$ cat src/rtl/alu_seq.sv
// Clocked SM83 ALU: accepts one operation per valid/ready handshake and presents
// the registered result and flags LATENCY cycles later, held until retired.
module alu_seq #(
  parameter int DATA_W  = 8,
  parameter int H_BIT   = 3,
  parameter int LATENCY = 1
) (
  input  logic              clk,
  input  logic              rst_n,
  input  logic              in_valid,
  output logic              in_ready,
  input  logic [1:0]        group,
  input  logic [2:0]        op,
  input  logic [2:0]        bit_idx,
  input  logic [DATA_W-1:0] dest_data,
  input  logic [DATA_W-1:0] src_data,
  input  logic [7:0]        flags_in,
  output logic              out_valid,
  input  logic              out_ready,
  output logic [DATA_W-1:0] res,
  output logic [7:0]        flags_res,
  output logic              res_we,
  output logic              flags_we
);

  localparam int W1 = DATA_W + 1;

  typedef enum logic [1:0] {IDLE, BUSY, DONE} state_t;

  state_t            state;
  logic [1:0]        cnt;
  logic              accept;

  logic [1:0]        group_p0;
  logic [2:0]        op_p0;
  logic [2:0]        bit_idx_p0;
  logic [DATA_W-1:0] a_p0;
  logic [DATA_W-1:0] b_p0;
  logic [3:0]        f_p0;

  logic [DATA_W:0]   sum;
  logic [7:0]        a8;
  logic [7:0]        r8;
  logic [7:0]        adj;
  logic              cin;
  logic              z;
  logic              n;
  logic              h;
  logic              cy;
  logic [DATA_W-1:0] nres;
  logic              nres_we;
  logic              nflags_we;

  // The low flag nibble of F is architecturally zero and never consulted.
  logic              unused_flags;
  assign unused_flags = ^flags_in[3:0];

  assign in_ready = rst_n & ((state == IDLE) | ((state == DONE) & out_ready));
  assign accept   = in_valid & in_ready;

  // Stage p0: operand capture on accept
  always_ff @(posedge clk) begin
    if (accept) begin
      group_p0   <= group;
      op_p0      <= op;
      bit_idx_p0 <= bit_idx;
      a_p0       <= dest_data;
      b_p0       <= src_data;
      f_p0       <= flags_in[7:4];
    end
  end

  always_comb begin
    a8        = a_p0[7:0];
    r8        = a8;
    adj       = 8'h00;
    cin       = 1'b0;
    sum       = '0;
    z         = f_p0[3];
    n         = f_p0[2];
    h         = f_p0[1];
    cy        = f_p0[0];
    nres      = a_p0;
    nres_we   = 1'b0;
    nflags_we = 1'b0;
    case (group_p0)
      2'b00: begin
        cin = ~op_p0[2] & op_p0[0] & f_p0[0];
        case (op_p0)
          3'd0, 3'd1:       sum = {1'b0, a_p0} + {1'b0, b_p0} + W1'(cin);
          3'd2, 3'd3, 3'd7: sum = {1'b0, a_p0} - {1'b0, b_p0} - W1'(cin);
          default:          sum = '0;
        endcase
        case (op_p0)
          3'd4:    nres = a_p0 & b_p0;
          3'd5:    nres = a_p0 ^ b_p0;
          3'd6:    nres = a_p0 | b_p0;
          default: nres = sum[DATA_W-1:0];
        endcase
        z = (nres == '0);
        case (op_p0)
          3'd4: begin
            n  = 1'b0;
            h  = 1'b1;
            cy = 1'b0;
          end
          3'd5, 3'd6: begin
            n  = 1'b0;
            h  = 1'b0;
            cy = 1'b0;
          end
          default: begin
            // a^b^sum at bit H_BIT+1 recovers the carry/borrow out of bit H_BIT
            n  = op_p0[1];
            h  = a_p0[H_BIT+1] ^ b_p0[H_BIT+1] ^ sum[H_BIT+1];
            cy = sum[DATA_W];
          end
        endcase
        nres_we   = (op_p0 != 3'd7);
        nflags_we = 1'b1;
        if (op_p0 == 3'd7) nres = a_p0;
      end
      2'b01: begin
        case (op_p0[1:0])
          2'b00: begin
            if (!f_p0[2]) begin
              if (f_p0[0] || (a8 > 8'h99)) begin
                adj = 8'h60;
                cy  = 1'b1;
              end
              if (f_p0[1] || (a8[3:0] > 4'h9)) adj = adj | 8'h06;
              r8 = a8 + adj;
            end else begin
              if (f_p0[0]) adj = 8'h60;
              if (f_p0[1]) adj = adj | 8'h06;
              r8 = a8 - adj;
            end
            z       = (r8 == 8'h00);
            h       = 1'b0;
            nres_we = 1'b1;
          end
          2'b01: begin
            r8      = ~a8;
            n       = 1'b1;
            h       = 1'b1;
            nres_we = 1'b1;
          end
          2'b10: begin
            n  = 1'b0;
            h  = 1'b0;
            cy = 1'b1;
          end
          default: begin
            n  = 1'b0;
            h  = 1'b0;
            cy = ~f_p0[0];
          end
        endcase
        nres[7:0] = r8;
        nflags_we = 1'b1;
      end
      2'b10: begin
        case (op_p0)
          3'd0:    begin r8 = {a8[6:0], a8[7]};     cy = a8[7]; end
          3'd1:    begin r8 = {a8[0], a8[7:1]};     cy = a8[0]; end
          3'd2:    begin r8 = {a8[6:0], f_p0[0]};   cy = a8[7]; end
          3'd3:    begin r8 = {f_p0[0], a8[7:1]};   cy = a8[0]; end
          3'd4:    begin r8 = {a8[6:0], 1'b0};      cy = a8[7]; end
          3'd5:    begin r8 = {a8[7], a8[7:1]};     cy = a8[0]; end
          3'd6:    begin r8 = {a8[3:0], a8[7:4]};   cy = 1'b0;  end
          default: begin r8 = {1'b0, a8[7:1]};      cy = a8[0]; end
        endcase
        nres[7:0] = r8;
        z         = (r8 == 8'h00);
        n         = 1'b0;
        h         = 1'b0;
        nres_we   = 1'b1;
        nflags_we = 1'b1;
      end
      default: begin
        case (op_p0[1:0])
          2'b01: begin
            z         = ~a8[bit_idx_p0];
            n         = 1'b0;
            h         = 1'b1;
            nflags_we = 1'b1;
          end
          2'b10: begin
            r8[bit_idx_p0] = 1'b0;
            nres_we        = 1'b1;
          end
          2'b11: begin
            r8[bit_idx_p0] = 1'b1;
            nres_we        = 1'b1;
          end
          default: ;
        endcase
        nres[7:0] = r8;
      end
    endcase
  end

  // Stage p1: control FSM and registered result
  always_ff @(posedge clk or negedge rst_n) begin
    if (!rst_n) begin
      state     <= IDLE;
      cnt       <= 2'd0;
      out_valid <= 1'b0;
      res       <= '0;
      flags_res <= 8'h00;
      res_we    <= 1'b0;
      flags_we  <= 1'b0;
    end else begin
      case (state)
        IDLE: begin
          if (in_valid) begin
            state <= BUSY;
            cnt   <= 2'(LATENCY - 1);
          end
        end
        BUSY: begin
          if (cnt == 2'd0) begin
            state     <= DONE;
            out_valid <= 1'b1;
            res       <= nres;
            flags_res <= {z, n, h, cy, 4'b0000};
            res_we    <= nres_we;
            flags_we  <= nflags_we;
          end else begin
            cnt <= cnt - 2'd1;
          end
        end
        DONE: begin
          if (out_ready) begin
            out_valid <= 1'b0;
            if (in_valid) begin
              state <= BUSY;
              cnt   <= 2'(LATENCY - 1);
            end else begin
              state <= IDLE;
            end
          end
        end
        default: state <= IDLE;
      endcase
    end
  end

endmodule

$ cat config.mk
export PLATFORM = sky130hd
export DESIGN_NAME = alu_seq
export DESIGN_NICKNAME = d
export VERILOG_FILES = /design/src/rtl/alu_seq.sv
export SDC_FILE = /design/constraint.sdc
export NUM_CORES = 1
export LEC_CHECK = 0
export ABC_AREA = 1
export CAP_MARGIN = 20
export CORE_MARGIN = 5
export CORE_UTILIZATION = 45
export CTS_BUF_LIST = sky130_fd_sc_hd__clkbuf_8
export DETAILED_ROUTE_END_ITERATION = 6
export GPL_ROUTABILITY_DRIVEN = 0
export PLACE_DENSITY = 0.71
export SLEW_MARGIN = 20
export SYNTH_ARGS = -nofsm -noshare
export SYNTH_HDL_FRONTEND = slang
export SYNTH_SLANG_ARGS = --single-unit
$ cat constraint.sdc
create_clock -name clk -period 4.4 [get_ports clk]
set_input_delay 0.88 -clock clk [delete_from_list [all_inputs] [get_ports clk]]
set_output_delay 0.88 -clock clk [all_outputs]
set_load 0.02 [all_outputs]
=== Yosys cells after proc, flatten, opt, wreduce, memory -nomap -nowiden ===
Index checks and enable logic that the tools add are counted.

* Register bits: 47
* Input bits: 36
* Output and inout port bits: 20
* Logic and storage cells: 146

* Add/sub/neg operators: 7
* $lt $le $gt $ge: 4
* Eq/ne operators: 19
* Muxes and demuxes: 60
* Bitwise gates (word level): 18
* Reduce and logical (&&, ||, !) cells: 25

{| class="wikitable"
|+ Operators by type and width
! kind !! number
|-
| 8-bit 2-to-1 mux || 12
|-
| 8-bit case mux with 7 select lines || 1
|-
| 8-bit case mux with 3 select lines || 2
|-
| 8-bit case mux with 2 select lines || 2
|-
| 8-bit zero test || 3
|-
| 1-bit case mux with 3 select lines || 6
|-
| 9-bit case mux with 2 select lines || 1
|-
| 1-bit 2-to-1 mux || 17
|-
| 8-bit bitwise AND || 2
|-
| 8-bit NOT || 2
|-
| 8-bit OR || 2
|-
| 7-bit 2-to-1 mux || 2
|-
| 3-bit == test (second input constant) || 4
|-
| 2-bit 2-to-1 mux || 6
|-
| 2-bit case mux with 3 select lines || 2
|-
| 3-bit OR reduction || 4
|-
| 8-bit by 8-bit adder with 9-bit output || 1
|-
| 9-bit by 1-bit adder with 9-bit output || 1
|-
| 9-bit 2-to-1 mux || 1
|-
| 3-bit AND reduction || 3
|-
| 8-bit by 8-bit subtractor with 9-bit output || 1
|-
| 9-bit by 1-bit subtractor with 9-bit output || 1
|-
| 8-bit adder || 1
|-
| 2-bit == test (second input constant) || 4
|-
| 28 further kinds || 52
|}

=== Logic depth before layout (Yosys ltp) ===
* Word-level depth: 14
* Mapped depth: 23
* Mapped depth without buffers: 22

=== Worst setup path after synthesis ===
No wires, ideal clock.

* Path type: input to register
* From: in rst_n
* To: reg a_p0[0] (netlist: a8[0]) (enable)
* Setup time: 0.454 ns
* Arrival time: 3.057 ns
* Data required time: 3.946 ns
* Path slack: 0.889 ns
* Cell stages on the path: 2
* Buffers on the path: 0
* Cell sequence: nand2_1 nor3b_1

* Cells in the longest elaborated chain, start to end: 2

{| class="wikitable"
|+ RTL lines
! element !! line !! text
|-
| start: declaration || 9 || <nowiki>input logic rst_n,</nowiki>
|-
| 1-bit bitwise AND || 58 || <nowiki>assign in_ready = rst_n & ((state == IDLE) | ((state == DONE) & out_ready));</nowiki>
|-
| 1-bit bitwise AND || 59 || <nowiki>assign accept = in_valid & in_ready;</nowiki>
|-
| via accept || 32 || <nowiki>logic accept;</nowiki>
|-
| end signal: assignment || 67 || <nowiki>a_p0 <= dest_data;</nowiki>
|-
| end: declaration || 37 || <nowiki>logic [DATA_W-1:0] a_p0;</nowiki>
|}

The timed path passes the listed nets, and every way through them passes these cells.
A chain may end at the register's enable or synchronous reset.

=== Final worst setup path ===
* From: reg op_p0[0]
* To: reg flags_res[4]

* Cells in the longest elaborated chain, start to end: 7
* Elaborated cells on any way between the ends: 25
* Those cells by class: add/sub (2); eq/ne (9); mux (6); bitwise (2); reduce/logical (6)

{| class="wikitable"
|+ RTL lines
! element !! line !! text
|-
| start: declaration || 35 || <nowiki>logic [2:0] op_p0;</nowiki>
|-
| start signal: assignment || 65 || <nowiki>op_p0 <= op;</nowiki>
|-
| 1-bit bitwise AND (2 in a row) || 88 || <nowiki>cin = ~op_p0[2] & op_p0[0] & f_p0[0];</nowiki>
|-
| 9-bit by 1-bit subtractor with 9-bit output / 9-bit by 1-bit adder with 9-bit output (equally long branches) || 91, 90 ||
|-
| 9-bit case mux with 2 select lines || 89 || <nowiki>case (op_p0)</nowiki>
|-
| 9-bit 2-to-1 mux || 86 || <nowiki>case (group_p0)</nowiki>
|-
| 1-bit 2-to-1 mux || 101 || <nowiki>case (op_p0)</nowiki>
|-
| 1-bit case mux with 3 select lines * || 86 ||
|-
| end signal: assignment || 226 || <nowiki>flags_res <= {z, n, h, cy, 4'b0000};</nowiki>
|-
| end: declaration || 21 || <nowiki>output logic [7:0] flags_res,</nowiki>
|}

Every way passes the cells marked *; elsewhere a longest branch is shown, timed or not. The select of a mux whose other input is x is not followed.

==> run metrics <==
Chip Width 112 µm; vias in the first global route 4,626; pins over their slew limit 0; Crit Path Class reg2reg; post-synthesis sequential area ratio 28.2%; Synth Register Bits 47; final clock skew 0.0195 ns; synthesized cell area 4660 µm²; clock network fraction of design power 15.8%; Area Overhead vs Synth 14.7%; max cap viols 0; Via Count 4,749; antenna cells 0; Fin Setup TNS 0 ns; Post-Layout Cell Count 865; R2R depth 16; P_int 1200 µW; Most Frequent Cell on Critical Path nand2_1; row count 37; Combinational Power Share 52.6%; fin crit period 3.70 ns; crit start category register; CP peak stage delay 0.90 ns; crit path DAT 3.95 ns; total gr overflow 0; Clock Pin Slew Worst Setup and Hold Paths 0.09 ns; DIE HEIGHT 112 µm; Cells after Synth 683; switching power 956 µW; Initial Util 45.5%; Max Clk Rate 0.270 GHz; CTS Buf Count 5; nets 808; cts hold-fix bufs 0; I/O Buffers 47; Vias per Instance 5.49; setup violators final 0; initial antenna violation count 0; RSZ-0062 raised after global routing false; status finished, final reports clean; CP Buf/Inv Count 3; CTS Sinks 47; final cycle utilization of the critical path 84.1%; Netlist cell types 46; Power Total 2160 µW; Min-Delay Path Class reg2reg; 1st-pass router iterations 6; DR iter-0 viols 540; WL/cell 15.3 µm; I/O pins 56; endpoint class of the critical path register; Sw Share 44.3%; first-pass GRT wire length 21,800 µm; CP required 4.65 ns; GRT Total Usage 21.1%; share of cells above drive strength 1 5.49%; Warnings, synthesis 0; Post-DRT Antenna Nets 0; Setup Fix Bufs, Post-CTS 0; clock buffer depth 2; Post-Route WL 13,200 µm; root buffer cell clkbuf_8; Critical Path Stages 16; CP top delay family simple AND/OR/NAND/NOR gates; Seq pwr share 31.6%; ys async rst share 40.4%; post-CTS sizing 0; Max FO, Critical Path 17; Crit-path slowest cell edfxtp_1; Hold Path Depth 1; Placed Cells 857; Slew @ Worst Pin 0.882 ns; drt drc 0; worst vdd ir 0.000192 V; CTS tree built; core area 10,200 µm²; EDFF count, synth 28; die area 12,500 µm²; worst skew pair latency 0.33 ns; Hold Fails Final Rpt 0; syn avg cell area 6.82 µm²; leakage 0.00259 µW; H-tree levels 2; placed wire-length estimate 10,300 µm; Layout fillers 995; Max-slew headroom 41.2%; largest net degree at the start of global routing 29; cell chain of the critical path inv_4 > nor3_1 > inv_1 > fa_1 > fa_1 > inv_1 > nand3_1 > nand3_1 > nand2_1 > a21oi_1 > o21ai_0 > o21ai_0 > nand2_1 > nand2_1 > nand2_1 > nand2_1; ys flop type edfxtp_1; PD cells 404 nW/µm²
## sequential cells by signal, summed over array words and instances (netlist names)
| register | cells |
|---|---|
| out_valid | 1 |
| op_p0 | 3 |
| a8 | 8 |
| res | 8 |
| cnt | 2 |
| f_p0 | 4 |
| bit_idx_p0 | 3 |
| group_p0 | 2 |
| b_p0 | 8 |
| state | 2 |
| flags_we | 1 |
| flags_res | 4 |
| res_we | 1 |
## path summary, 6_finish.rpt
path | from | endpoint | slack (ns)
min in group asynchronous | rst_n | res[0]$_DFFE_PN0P_ | 0.94
worst max register to register | op_p0[0]$_DFFE_PP_ | flags_res[4]$_DFFE_PN0P_ | 0.70
worst min-delay path | cnt[0]$_DFFE_PN0P_ | cnt[0]$_DFFE_PN0P_ | 0.48
worst min register to register | cnt[0]$_DFFE_PN0P_ | cnt[0]$_DFFE_PN0P_ | 0.48
worst max-delay path | op_p0[0]$_DFFE_PP_ | flags_res[4]$_DFFE_PN0P_ | 0.70
max in group asynchronous | rst_n | flags_res[6]$_DFFE_PN0P_ | 3.25
## through the flow
stage	area, µm²	hold slack (ns)	setup WS, ns	utilization, %
final	5340	0.484	0.701	52.2
after global routing	5340	0.503	0.446	52.2
after CTS	5340	0.482	0.768	52.2
after detailed placement	5230	0.463	0.807	51.1
after global placement	5230	0.456	0.915	51.1
after floorplan	4670	0.444	0.889	-
## synth_stat cells, types with 3 or more instances
cell | n | area, µm²
buf_6 | 4 | 45.0
nand3b_1 | 6 | 45.0
nor2_2 | 3 | 18.8
dfrtp_1 | 19 | 475
o311ai_0 | 3 | 26.3
edfxtp_1 | 28 | 841
ha_1 | 40 | 500
nand4_1 | 13 | 81.3
inv_1 | 110 | 413
nand2_1 | 190 | 713
nor2_1 | 49 | 184
a21oi_1 | 37 | 185
clkbuf_1 | 3 | 11.3
nand2_4 | 3 | 33.8
o221ai_1 | 4 | 35.0
fa_1 | 4 | 80.1
or2_2 | 5 | 31.3
inv_2 | 4 | 15.0
o21ai_0 | 37 | 185
o22ai_1 | 7 | 43.8
nor2_4 | 3 | 33.8
nand2_2 | 4 | 25.0
buf_2 | 3 | 15.0
o211ai_1 | 9 | 67.6
nand3_1 | 54 | 270
buf_4 | 7 | 52.6
o21ai_1 | 10 | 50.1
## worst reg2reg max path, stage by stage, from the launching register on
cell and delay [ns]:
edfxtp_1 0.90, inv_4 0.23, nor3_1 0.38, inv_1 0.10, fa_1 0.43, fa_1 0.41
inv_1 0.13, nand3_1 0.12, nand3_1 0.08, nand2_1 0.07, a21oi_1 0.15, o21ai_0 0.09
o21ai_0 0.17, nand2_1 0.15, nand2_1 0.13, nand2_1 0.06, nand2_1 0.05
## metal layers
layer  GRT usage, %  up-vias  wire length, µm
met1           28.2     2141             5660
met2           33.3      235             5850
met5              0        -                0
li1               -     2320                -
met4           8.92        0              520
met3           4.46       53             1190
## cells in the final DEF, fill, tap and decap left out, drive strengths merged, types with 3 or more instances in the layout
cell           Yosys  routed
clkdlybuf4s50      0      47
or2                5       5
conb               1       4
inv              116     118
nand4             13      13
nand3b             6       6
a21oi             37      37
o22ai              7       7
nor3               3       3
nand2            197     197
nor2              55      55
o221ai             4       4
buf               14       5
edfxtp            28      28
o21ai             48      48
dfrtp             19      19
o211ai             9       9
fa                 4       4
ha                40      40
nand3             54      54
o311ai             4       4
clkbuf             3       5
## logic make-up after synthesis
logic type	count (synthesis)	synth area share (%)
buffers and inverters	135	12.3
xor gates and xnor gates	2	0.376
other	1	0.0805
DFF	47	28.2
AOI/OAI and AO/OA	120	15.1
adders and majority gates	44	12.5
and+or+nand+nor	334	31.4
## layout make-up
type | count | area (µm²) | area share, %
clock buffers | 5 | 68.8 | 1.29
clock inverters | 3 | 45.0 | 0.843
inverters | 118 | 448 | 8.38
multi-input cells | 504 | 2790 | 52.2
flip-flops and latches | 47 | 1320 | 24.6
well taps | 136 | 170 | 3.18
repair buffers | 52 | 508 | 9.51
## power groups by stage
stage	Combinational [µW]	Sequential (µW)	Clock, µW
after global placement	1090	687	0
final	1130	681	341
after global routing	1270	697	369
after floorplan	704	737	0
after detailed placement	1120	691	0
after CTS	1130	682	351
Power figures use the tool's default switching activity.
